<file path="config.mk">
export PLATFORM = sky130hd
export DESIGN_NAME = hs4_rx_fifo
export DESIGN_NICKNAME = d
export VERILOG_FILES = /design/src/rtl/hs_rx_pkg.sv /design/src/rtl/hs4_rx_fifo_sync_bit.sv /design/src/rtl/hs4_rx_fifo.sv
export SDC_FILE = /design/constraint.sdc
export NUM_CORES = 1
export LEC_CHECK = 0
export ABC_AREA = 1
export BUFFER_PORTS_ARGS = -buffer_cell sky130_fd_sc_hd__buf_2
export CORE_ASPECT_RATIO = 0.6
export CORE_UTILIZATION = 50
export DETAILED_ROUTE_END_ITERATION = 8
export MAX_ROUTING_LAYER = met4
export PLACE_DENSITY = 0.73
export SETUP_SLACK_MARGIN = 0.1
export SYNTH_ARGS = -nofsm -noshare
export SYNTH_HDL_FRONTEND = slang
export SYNTH_SLANG_ARGS = --single-unit
</file>
<file path="constraint.sdc">
create_clock -name clk -period 2.2 [get_ports clk]
set_input_delay 0.33 -clock clk [delete_from_list [all_inputs] [get_ports clk]]
set_output_delay 0.33 -clock clk [all_outputs]
set_load 0.05 [all_outputs]
</file>
<file path="src/rtl/hs_rx_pkg.sv">
// Shared types and constants for the hs4 four-phase receive FIFO.
package hs_rx_pkg;
  typedef enum logic [1:0] {
    DRAIN    = 2'd0,
    IDLE     = 2'd1,
    WAIT_LOW = 2'd2
  } hs_rx_state_e;

  localparam int XFER_CNT_W = 16;
endpackage

</file>
<file path="src/rtl/hs4_rx_fifo_sync_bit.sv">
// Single-bit flop-chain synchronizer with a selectable reset value.
module sync_bit #(
  parameter int   STAGES  = 2,
  parameter logic RST_VAL = 1'b0
) (
  input  logic clk,
  input  logic rst_n,
  input  logic d,
  output logic q
);
  logic [STAGES-1:0] r_chain;

  always_ff @(posedge clk) begin
    if (!rst_n) begin
      r_chain <= {STAGES{RST_VAL}};
    end else begin
      r_chain <= {r_chain[STAGES-2:0], d};
    end
  end

  assign q = r_chain[STAGES-1];
endmodule

</file>
<file path="src/rtl/hs4_rx_fifo.sv">
// Four-phase bundled-data receiver feeding a valid/ready FIFO (async-to-sync NoC boundary).
// Define HS_RX_STATS_EN to add the xfer_cnt write counter port.
//
// state    | meaning
// DRAIN    | after reset: wait until req has been low through the whole synchronizer
// IDLE     | ack low: capture data on req_s high when the FIFO has room
// WAIT_LOW | ack high: wait for req_s low, then drop ack
module hs4_rx_fifo
  import hs_rx_pkg::*;
#(
  parameter int WIDTH       = 8,
  parameter int DEPTH       = 4,
  parameter int SYNC_STAGES = 2
) (
  input  logic                  clk,
  input  logic                  rst_n,
  input  logic                  req,
  input  logic [WIDTH-1:0]      data,
  output logic                  ack,
  output logic                  out_valid,
  output logic [WIDTH-1:0]      out_data,
  input  logic                  out_ready
`ifdef HS_RX_STATS_EN
  ,
  output logic [XFER_CNT_W-1:0] xfer_cnt
`endif
);
  localparam int          AW      = $clog2(DEPTH);
  localparam logic [AW:0] DEPTH_C = (AW+1)'(DEPTH);

  hs_rx_state_e     r_state;
  hs_rx_state_e     w_state_nxt;
  logic             r_ack;
  logic             w_ack_nxt;
  logic             w_req_s;
  logic             w_push;
  logic             w_pop;
  logic [WIDTH-1:0] r_mem [DEPTH];
  logic [AW-1:0]    r_wptr;
  logic [AW-1:0]    r_rptr;
  logic [AW:0]      r_count;

  // Reset to 1 so a req still held high across reset is never seen as a new request.
  sync_bit #(
    .STAGES  (SYNC_STAGES),
    .RST_VAL (1'b1)
  ) u_req_sync (
    .clk   (clk),
    .rst_n (rst_n),
    .d     (req),
    .q     (w_req_s)
  );

  always_ff @(posedge clk) begin
    if (!rst_n) begin
      r_state <= DRAIN;
      r_ack   <= 1'b0;
    end else begin
      r_state <= w_state_nxt;
      r_ack   <= w_ack_nxt;
    end
  end

  always_comb begin
    w_state_nxt = r_state;
    w_ack_nxt   = r_ack;
    w_push      = 1'b0;
    case (r_state)
      DRAIN: begin
        w_ack_nxt = 1'b0;
        if (!w_req_s) w_state_nxt = IDLE;
      end
      IDLE: begin
        w_ack_nxt = 1'b0;
        // Registered count only: a same-cycle pop does not open a slot.
        if (w_req_s && (r_count < DEPTH_C)) begin
          w_push      = 1'b1;
          w_ack_nxt   = 1'b1;
          w_state_nxt = WAIT_LOW;
        end
      end
      WAIT_LOW: begin
        if (!w_req_s) begin
          w_ack_nxt   = 1'b0;
          w_state_nxt = IDLE;
        end
      end
      default: begin
        w_ack_nxt   = 1'b0;
        w_state_nxt = DRAIN;
      end
    endcase
  end

  assign w_pop = (r_count != '0) && out_ready;

  always_ff @(posedge clk) begin
    if (!rst_n) begin
      for (int i = 0; i < DEPTH; i++) r_mem[i] <= '0;
      r_wptr  <= '0;
      r_rptr  <= '0;
      r_count <= '0;
    end else begin
      if (w_push) begin
        r_mem[r_wptr] <= data;
        r_wptr        <= r_wptr + AW'(1);
      end
      if (w_pop) r_rptr <= r_rptr + AW'(1);
      case ({w_push, w_pop})
        2'b10:   r_count <= r_count + (AW+1)'(1);
        2'b01:   r_count <= r_count - (AW+1)'(1);
        default: r_count <= r_count;
      endcase
    end
  end

  assign ack       = r_ack;
  assign out_valid = (r_count != '0);
  assign out_data  = r_mem[r_rptr];

`ifdef HS_RX_STATS_EN
  logic [XFER_CNT_W-1:0] r_xfer_cnt;

  always_ff @(posedge clk) begin
    if (!rst_n) begin
      r_xfer_cnt <= '0;
    end else if (w_push) begin
      r_xfer_cnt <= r_xfer_cnt + XFER_CNT_W'(1);
    end
  end

  assign xfer_cnt = r_xfer_cnt;
`endif
endmodule

</file>
======== Yosys cells after proc, flatten, opt, wreduce, memory -nomap -nowiden ========
Memories as Yosys holds them, arrays and structs flattened. A register that Yosys moved wholly into a read port is not among the register bits.
Index checks and enable logic that the tools add are counted.
W data, S select, Z words.
cells by class
  reductions and logical operators ........ 8
  magnitude comparators ................... 1
  mux-type cells .......................... 17
  eq/ne operators ......................... 7
  shift operators ......................... 0
  bitwise operators ....................... 0
  add/sub/neg operators ................... 4
  div/mod/pow operators ................... 0
  multiply operators ...................... 0
operators with widths
  kind                   number
  $mux W2                5
  $mux W1                8
  $mux W8                1
  $reduce_or A8 Y1       1
  $ne A2 B2 Y1 const B   3
  $pmux W3 S2            1
  $add A2 B1 Y2 const B  2
  $eq A2 B1 Y1 const B   2
  $eq A2 B2 Y1 const B   2
  $pmux W2 S2            1
  $add A3 B1 Y3 const B  1
  $lt A3 B3 Y1 const B   1
  $reduce_bool A3 Y1     1
  $sub A3 B1 Y3 const B  1
  $logic_and A1 B1 Y1    2
  $logic_not A2 Y1       1
  $pmux W1 S2            1
  $reduce_and A2 Y1      1
  $reduce_bool A2 Y1     1
  $reduce_or A2 Y1       1
word-level totals
  bits in latches ......................... 0
  output and inout port bits .............. 10
  register bits ........................... 12
  memory bits (read-only) ................. 0
  input bits .............................. 12
  memories kept ........................... 1
  bits in writable memories ............... 32
  word-level logic and storage cells ...... 44
memory list
  name   words  bits a word  read ports  clocked after Yosys merged registers in  wr ports  line               text
  r_mem  4      8            1           1                                        4         hs4_rx_fifo.sv:38  logic [WIDTH-1:0] r_mem [DEPTH];

======== Depth between registers and ports, before layout ========
Gate-level depths: netlist of run 1.
  word-level depth ........................ 9
  mapped depth ............................ 13
  gate-level depth less buffers ........... 13

======== Cells and area by module ========
A second synthesis of run 1 with hierarchy kept.
unflattened totals
  cells, all modules ...................... 211
  area total of the unflattened synthesis .. 1,996.9 µm²
modules (own cells, without submodules)
  module       instances  cells an instance  area each (µm²)  sequential area each (µm²)
  hs4_rx_fifo  1          205                1,941.9          1,201.2
  sync_bit     1          6                  55.1             40.0

======== Worst setup path before layout of run 1 ========
No wires, ideal clock.
  path kind ............................... flip-flop to flip-flop
  from .................................... register r_count[2]
  to ...................................... register r_count[2]
  arrival ................................. 1,912 ps
  stages on the path, launching flop included .. 14
  library setup time ...................... 113 ps
  path slack .............................. 176 ps
  required time ........................... 2,087 ps
  path buffers ............................ 0
  period minus slack after synthesis ...... 2,024 ps
  cells stage by stage .................... dfxtp_1 > inv_1 > nand2_1 > nand2_1 > inv_1 > ha_1 > inv_1 > fa_1 > inv_1 > nand2_1 > nand3_1 > nand2_1 > nand2_1 > nor2_1
on the way
  elaborated cells on any way between the ends .. 12
  classes of those cells .................. add/sub: 2; order compare: 1; eq/ne: 2; mux: 3; reduce/logical: 4
RTL lines
  element                                                   line                text
  start: declaration                                        hs4_rx_fifo.sv:41   logic [AW:0] r_count;
  start signal: assignment                                  hs4_rx_fifo.sv:110  2'b10: r_count <= r_count + (AW+1)'(1);
  start signal: assignment                                  hs4_rx_fifo.sv:111  2'b01: r_count <= r_count - (AW+1)'(1);
  start signal: assignment                                  hs4_rx_fifo.sv:112  default: r_count <= r_count;
  $reduce_bool A3 Y1 (*)                                    -
  net out_valid                                             hs4_rx_fifo.sv:20   output logic out_valid,
  $logic_and A1 B1 Y1 (*)                                   hs4_rx_fifo.sv:95   assign w_pop = (r_count != '0) && out_ready;
  net w_pop                                                 hs4_rx_fifo.sv:37   logic w_pop;
  $eq A2 B1 Y1 / $eq A2 B2 Y1 (equally long branches)       hs4_rx_fifo.sv:109  case ({w_push, w_pop})
  $pmux W3 S2 / $reduce_bool A2 Y1 (equally long branches)  -
Mark *: on every way through the listed nets, which the timed path passes. The rest lies on a longest branch.
A chain may end at the register's enable or synchronous reset.

==> impl_metrics.py, run 1 <==
metrics = {
    "run_status": {
        "status": "finished, violations left",
        "violations": "DRC",
    },
    "timing": {
        "max_slew.worst_pin.slew_ns": 0.459,
        "fin_crit_ns": 1.90,
        "tns_ns": 0,
        "fmax_ghz": 0.527,
        "timing.final.crit_share": 0.862,
        "slew_violations": 0,
        "setup_ws_ns": 0.303,
        "final_hold_viol_count": 0,
        "relSlewSlack": 0.694,
        "holdWs_ns": 0.210,
        "setup_viol": 0,
        "skew_ns": 0.00851,
        "rsz0062_at_grt": "false",
    },
    "global_route": {
        "grt_pass1_vias": 1388,
        "antenna_found_initial": 0,
        "track_usage": 0.218,
        "grt_overflow": 0,
        "grt_max_degree": 17,
        "grt_pass1_wl_microns": 6720,
    },
    "min_path": {
        "worstHoldStart": "req",
        "holdPathStages": 2,
        "whs_endpoint": "u_req_sync.r_chain[0]",
        "worstHoldPathType": "input port to flip-flop",
    },
    "logic_synthesis": {
        "avgSynthCellArea_sq_um": 9.88,
        "synthAdderAreaFrac": 0.0158,
        "synth-warning-count": 0,
        "synth_top_family_by_area": "simple AND/OR/NAND/NOR gates",
        "netlist_instances": 208,
        "synth-compound-area-share": 0.0877,
        "yosysSeqAreaShare": 0.604,
        "synthSimpleGateAreaFrac": 0.231,
        "synth_xor_area_frac": 0,
        "synth_area_sq_um": 2050,
        "synthMuxAreaShare": 0,
        "ys_types": 23,
        "ys_ff_latch": 46,
        "syn_nets": 222,
    },
    "power_and_ir_drop": {
        "totalPowerFinal_mw": 2.04,
        "vdd_drop_max_uv": 435,
        "power_density_nw_per_um2": 866,
        "leakage_nw": 1.06,
    },
    "layout": {
        "fin_cells": 287,
        "diodes": 0,
        "syn_to_final_growth_pct": 14.9,
        "postLayoutCoreUtil": 0.620,
        "drive_gt1_frac": 0.217,
        "stdcell_area_sq_um": 2360,
        "fin_nets": 253,
    },
    "worst_setup_path": {
        "critPathSlowestCell": "inv_1",
        "critPathLaunchType": "flip-flop",
        "r2r-end": "r_count[2]",
        "cp_cell_sequence": "inv_1 > o21ai_0 > o22ai_1 > buf_2",
        "required_ns": 1.87,
        "crit_type": "flip-flop to output port",
        "crit_path_end_kind": "output port",
        "crit-reg2reg-launch": "r_count[2]",
        "rrSetupSlack_ns": 0.37,
        "cpPeakStageDelay_ns": 0.35,
        "path_max_fanout": 16,
        "r2r_cells": 13,
        "critical_path_arrival_ns": 1.57,
    },
    "placement": {
        "place_ws_ns": 0.388,
        "dp.cells": 279,
        "dpl_cell_area_sq_um": 2250,
        "place_congestion": 0.809,
        "dp_hpwl_microns": 2990,
        "portBuffers": 21,
    },
    "routing": {
        "viasPerCell": 5.12,
        "dr_wl_met2_microns": 1650,
        "wire_per_inst_microns": 14.3,
        "drtIter0Drc": 118,
        "vias": 1469,
        "met1Wirelength_microns": 2090,
        "drt_wl_total_microns": 4110,
        "antenna_left": 0,
        "drcViolationCount": 1,
        "drt-pass1-iter-count": 6,
        "top_layer_used": "met4",
        "met3_length_microns": 309,
    },
    "clock_tree": {
        "clockBufferDepth": 2,
        "htree_num_levels": 2,
        "clock_sinks": 46,
        "cts_buffers": 5,
        "cts_root_buffer": "clkbuf_8",
        "cts_tree": "yes",
        "postCtsSetupRepairBufs": 0,
        "clock_latency_ns": 0.31,
        "path_clk_slew_ns": 0.08,
        "hold_buffers": 0,
        "cts_resized": 0,
    },
    "floorplan": {
        "fp-row-count": 17,
        "die_x_microns": 84.8,
        "dieArea_sq_um": 4380,
        "io_pins": 22,
        "start_util": 0.540,
        "core_area_sq_um": 3810,
        "die_y_microns": 51.7,
    },
    "job": {
        "drv_cap": 0,
    },
}
## cell usage in the layout (no fill, tap or decap)
cell and n:
a21oi_1 4, buf_2 21, buf_4 6, bufinv_16 1
clkbuf_1 1, clkbuf_8 5, clkinv_1 1, clkinvlp_4 1
dfxtp_1 14, edfxtp_1 32, fa_1 1, ha_1 1
inv_1 27, inv_2 2, nand2_1 19, nand2_4 9
nand3_1 5, nand4_1 1, nand4_2 1, nor2_1 51
nor2_2 1, nor2_4 2, nor2_8 1, nor3_1 1
o21ai_0 22, o22ai_1 8, or2_2 2
## cells in the mapped netlist (all sizes together)
cell	count	share of area
a21oi	4	0.0097
buf	2	0.0049
clkbuf	1	0.0018
clkinv	1	0.0018
dfxtp	14	0.14
edfxtp	32	0.47
fa	1	0.0097
ha	1	0.0061
inv	29	0.053
nand2	28	0.084
nand3	5	0.012
nand4	2	0.0091
nor2	55	0.12
nor3	1	0.0024
o21ai	22	0.054
o22ai	8	0.024
or2	2	0.0061
## kinds of logic (layout without fill, tap and decap cells)
logic type / Yosys count / count (layout)
AND/OR/NAND/NOR: 93 / 93
adder cells (fa/ha/maj): 2 / 2
flip-flops: 46 / 46
buffers and inverters: 33 / 65
AO/OA/AOI/OAI: 34 / 34
## state kept, by name (all words and copies together) (netlist names), named ones only
name,cells
ack,1
r_count,3
r_mem,32
r_rptr,2
r_state,2
r_wptr,2
u_req_sync.r_chain,2
## critical path: cells and delay by family, from the launching register on
family / cells / cell delay (ns)
buffers and inverters: 2 / 0.65
DFF: 1 / 0.32
AOI/OAI and AO/OA: 2 / 0.31
## how the worst max path moves through the flow
stage                          start          end  slack, ns  cells after the start
after global routing      r_count[2]   r_count[2]       0.15                     13
after global placement    r_count[2]   r_count[2]       0.47                     13
after floorplan           r_count[2]   r_count[2]       0.18                     13
final                      flip-flop  out_data[3]       0.30                      4
after detailed placement  r_count[2]   r_count[2]       0.39                     13
after CTS                  flip-flop  out_data[3]       0.29                      4
## power breakdown
part / total (mW) / switching [mW] / internal, mW
logic: 0.436 / 0.329 / 0.107
registers: 0.988 / 0.0241 / 0.964
clock network: 0.619 / 0.280 / 0.339
total: 2.04 / 0.633 / 1.41
## routing by layer
metal | vias to the layer above | track usage
met2 | 54 | 0.313
met3 | 8 | 0.0476
met4 | 0 | 0.0847
met5 | - | -
met1 | 668 | 0.304
li1 | 739 | -
## final cells by class
| cell class | count | area (sq um) |
|---|---|---|
| timing repair buffer | 27 | 150 |
| clock buffer | 6 | 72.6 |
| fill | 313 | 1450 |
| clock inverter | 2 | 37.5 |
| multi-input combinational | 129 | 687 |
| inverter | 30 | 113 |
| sequential | 46 | 1240 |
| tap | 47 | 58.8 |
(Power assumes the default switching activity.)
==> run 2: changes to the inputs <==
Settings changed: CORE_ASPECT_RATIO 0.6 to default.
==> impl_metrics.py, run 2 (synthesis gave the netlist of run 1 again) <==
metrics = {
    "placement": {
        "dpl_cell_area_sq_um": 2240,
        "dp.cells": 279,
        "dp_hpwl_microns": 2660,
        "portBuffers": 21,
        "place_congestion": 0.779,
    },
    "worst_setup_path": {
        "path_max_fanout": 16,
        "critical_path_arrival_ns": 1.58,
        "rrSetupSlack_ns": 0.40,
        "crit_type": "flip-flop to output port",
        "crit_path_end_kind": "output port",
        "crit-reg2reg-launch": "r_count[2]",
        "critPathLaunchType": "flip-flop",
        "required_ns": 1.87,
    },
    "timing": {
        "holdWs_ns": 0.214,
        "setup_viol": 0,
        "rsz0062_at_grt": "false",
        "tns_ns": 0,
        "relSlewSlack": 0.681,
        "final_hold_viol_count": 0,
        "slew_violations": 0,
        "fmax_ghz": 0.522,
        "fin_crit_ns": 1.91,
        "max_slew.worst_pin.slew_ns": 0.479,
        "skew_ns": 0.00437,
        "timing.final.crit_share": 0.870,
    },
    "global_route": {
        "grt_pass1_vias": 1375,
        "grt_max_degree": 17,
        "grt_pass1_wl_microns": 6470,
        "grt_overflow": 0,
        "track_usage": 0.215,
        "antenna_found_initial": 0,
    },
    "clock_tree": {
        "cts_root_buffer": "clkbuf_8",
        "cts_tree": "yes",
        "clock_latency_ns": 0.30,
        "clockBufferDepth": 2,
        "hold_buffers": 0,
        "path_clk_slew_ns": 0.08,
        "cts_buffers": 5,
        "cts_resized": 0,
        "postCtsSetupRepairBufs": 0,
        "clock_sinks": 46,
        "htree_num_levels": 2,
    },
    "floorplan": {
        "io_pins": 22,
        "die_x_microns": 66.1,
        "start_util": 0.541,
        "dieArea_sq_um": 4370,
        "fp-row-count": 22,
        "core_area_sq_um": 3800,
        "die_y_microns": 66.1,
    },
    "routing": {
        "drt-pass1-iter-count": 4,
        "antenna_left": 0,
        "wire_per_inst_microns": 13.6,
        "drtIter0Drc": 43,
        "drcViolationCount": 0,
        "vias": 1440,
        "viasPerCell": 5.02,
        "drt_wl_total_microns": 3890,
    },
    "layout": {
        "largest_reg_flops": 32,
        "top_register": "r_mem",
        "layout_commonest_cell": "nor2_1",
        "fin_nets": 252,
        "multi_input_area_sq_um": 687,
        "diodes": 0,
        "n_fill_cell": 328,
        "fin_cells": 287,
        "drive_gt1_frac": 0.213,
        "postLayoutCoreUtil": 0.613,
        "stdcell_area_sq_um": 2330,
        "syn_to_final_growth_pct": 13.3,
        "final_cell_mix": "nor2_1, edfxtp_1, inv_1",
        "top_regs": "r_mem x32, r_count x3",
        "register_area_sq_um": 1240,
    },
    "power_and_ir_drop": {
        "vdd_drop_max_uv": 422,
        "power_density_nw_per_um2": 817,
        "leakage_nw": 1.04,
    },
    "min_path": {
        "worstHoldPathType": "input port to flip-flop",
        "worstHoldStart": "req",
    },
    "job": {
        "drv_cap": 0,
    },
    "run_status": {
        "status": "finished clean",
    },
}
[run 2: per-stage QoR]
step	worst slack, ns	power [mW]
after floorplan	0.176	1.33
final	0.286	1.90
after global routing	0.172	2.00
after CTS	0.285	1.92
after global placement	0.492	1.43
after detailed placement	0.415	1.44
[run 2: final cells by class]
type                    instances  share of cell area
well taps                      48              0.0258
flip-flops and latches         46               0.533
multi-input cells             129               0.295
repair buffers                 26              0.0613
inverters                      30              0.0484
clock buffers                   5              0.0296
clock inverters                 3             0.00699
[run 2: path summary, 6_finish.rpt]
check | to | cells past startpoint
setup / recovery | out_data[5] | 4
hold / removal | u_req_sync.r_chain[0] | 2
setup reg to reg | r_count[2] | 13
hold reg to reg | u_req_sync.r_chain[1] | 1
[run 2: routing by layer]
metal,track usage,wire (microns),part of all wire
met5,-,0,0
met4,0.109,70,0.018
met3,0.0414,174,0.045
met2,0.346,1960,0.50
met1,0.259,1690,0.43
[run 2: critical path, cell delays in order, from the launching register on]
cell and delay [ns]:
dfxtp_1 0.32, inv_1 0.36, o21ai_0 0.14, o22ai_1 0.18, buf_2 0.30
[run 2: where the power goes]
part | internal, mW | switching, mW
Combinational | 0.105 | 0.324
Clock | 0.217 | 0.271
Sequential | 0.964 | 0.0226
==> run 3: changes to the inputs <==
Settings changed: CORE_MARGIN from default to 2, REMOVE_ABC_BUFFERS from default to 1.
==> impl_metrics.py, run 3 (synthesis gave the netlist of run 1 again) <==
metrics = {
    "floorplan": {
        "dieArea_sq_um": 4640,
        "core_area_sq_um": 3970,
        "die_y_microns": 68.1,
        "io_pins": 22,
        "fp-row-count": 23,
        "die_x_microns": 68.1,
        "start_util": 0.517,
    },
    "timing": {
        "slew_violations": 0,
        "relSlewSlack": 0.692,
        "holdWs_ns": 0.220,
        "max_slew.worst_pin.slew_ns": 0.462,
        "skew_ns": 0.00572,
        "final_hold_viol_count": 0,
        "fmax_ghz": 0.532,
        "tns_ns": 0,
        "timing.final.crit_share": 0.855,
        "rsz0062_at_grt": "false",
        "fin_crit_ns": 1.88,
        "setup_viol": 0,
    },
    "worst_setup_path": {
        "required_ns": 1.87,
        "critical_path_arrival_ns": 1.55,
        "critPathSlowestCell": "inv_1",
        "cp_cell_sequence": "inv_1 > o21ai_0 > o22ai_1 > buf_2",
        "r2r-end": "r_count[2]",
        "critPathLaunchType": "flip-flop",
        "crit_path_end_kind": "output port",
        "cpPeakStageDelay_ns": 0.35,
        "crit-reg2reg-launch": "r_count[2]",
        "crit_type": "flip-flop to output port",
        "rrSetupSlack_ns": 0.35,
        "r2r_cells": 13,
        "path_max_fanout": 16,
    },
    "power_and_ir_drop": {
        "totalPowerFinal_mw": 1.91,
        "vdd_drop_max_uv": 395,
        "leakage_nw": 1.04,
        "power_density_nw_per_um2": 818,
    },
    "layout": {
        "top_regs": "r_mem x32, r_count x3",
        "top_register": "r_mem",
        "fin_nets": 252,
        "n_fill_cell": 346,
        "syn_to_final_growth_pct": 13.5,
        "largest_reg_flops": 32,
        "diodes": 0,
        "final_cell_mix": "nor2_1, edfxtp_1, inv_1",
        "drive_gt1_frac": 0.213,
        "layout_commonest_cell": "nor2_1",
    },
    "global_route": {
        "antenna_found_initial": 0,
        "grt_pass1_vias": 1343,
        "grt_max_degree": 17,
        "grt_overflow": 0,
        "track_usage": 0.187,
        "grt_pass1_wl_microns": 6110,
    },
    "routing": {
        "drtIter0Drc": 135,
        "drt-pass1-iter-count": 4,
        "top_layer_used": "met4",
        "met1Wirelength_microns": 1570,
        "dr_wl_met2_microns": 1830,
        "antenna_left": 0,
        "viasPerCell": 4.98,
        "vias": 1440,
        "wire_per_inst_microns": 12.8,
        "drt_wl_total_microns": 3710,
        "met3_length_microns": 277,
        "drcViolationCount": 0,
    },
    "clock_tree": {
        "cts_resized": 0,
        "path_clk_slew_ns": 0.08,
        "postCtsSetupRepairBufs": 0,
        "cts_tree": "yes",
        "htree_num_levels": 2,
        "clock_latency_ns": 0.29,
        "cts_buffers": 5,
        "hold_buffers": 0,
        "cts_root_buffer": "clkbuf_8",
        "clock_sinks": 46,
        "clockBufferDepth": 2,
    },
    "placement": {
        "place_congestion": 0.785,
        "portBuffers": 21,
        "dp_hpwl_microns": 2500,
    },
    "min_path": {
        "worstHoldStart": "req",
        "worstHoldPathType": "input port to flip-flop",
        "holdPathStages": 2,
        "whs_endpoint": "u_req_sync.r_chain[0]",
    },
    "run_status": {
        "status": "finished clean",
    },
    "job": {
        "drv_cap": 0,
    },
}
run 3: cell type report:
class	instances	area, sq um	area share
clock buffers	5	68.8	0.0295
clock inverters	3	16.3	0.00698
inverters	30	113	0.0483
multi-input cells	129	687	0.295
flip-flops and latches	46	1240	0.532
well taps	50	62.6	0.0268
repair buffers	26	143	0.0612
run 3: how the worst max path moves through the flow:
| stage | endpoint | depth (start not counted) |
|---|---|---|
| 6_report | out_data[3] | 4 |
| 3_3_place_gp | r_count[2] | 13 |
| 2_1_floorplan | r_count[2] | 13 |
| 4_1_cts | out_data[4] | 4 |
| 5_1_grt | out_data[3] | 4 |
| 3_5_place_dp | r_count[2] | 13 |
run 3: worst max-delay path, delay by kind of cell (launching register included):
kind,cells,cell delay (ns)
flops,1,0.32
compound gates,2,0.31
buf+inv,2,0.63
run 3: report_power, final:
| group | internal [mW] | switching, mW | leakage (nW) | total, mW |
|---|---|---|---|---|
| clock network | 0.218 | 0.273 | 0.0416 | 0.491 |
| logic | 0.105 | 0.325 | 0.557 | 0.430 |
| registers | 0.964 | 0.0222 | 0.444 | 0.986 |
run 3: per-layer routing:
metal  vias to the layer above  track usage
met3                         4       0.0395
met1                       652        0.244
li1                        744            -
met2                        40        0.300
met5                         -            -
met4                         0       0.0500
run 3: through the flow:
step	util	area, sq um	setup WS [ns]	cells
2_1_floorplan	-	2040	0.179	205
3_3_place_gp	0.566	2250	0.483	281
3_5_place_dp	0.566	2250	0.404	281
4_1_cts	0.587	2330	0.291	289
5_1_grt	0.587	2330	0.163	289
6_report	0.587	2330	0.319	289
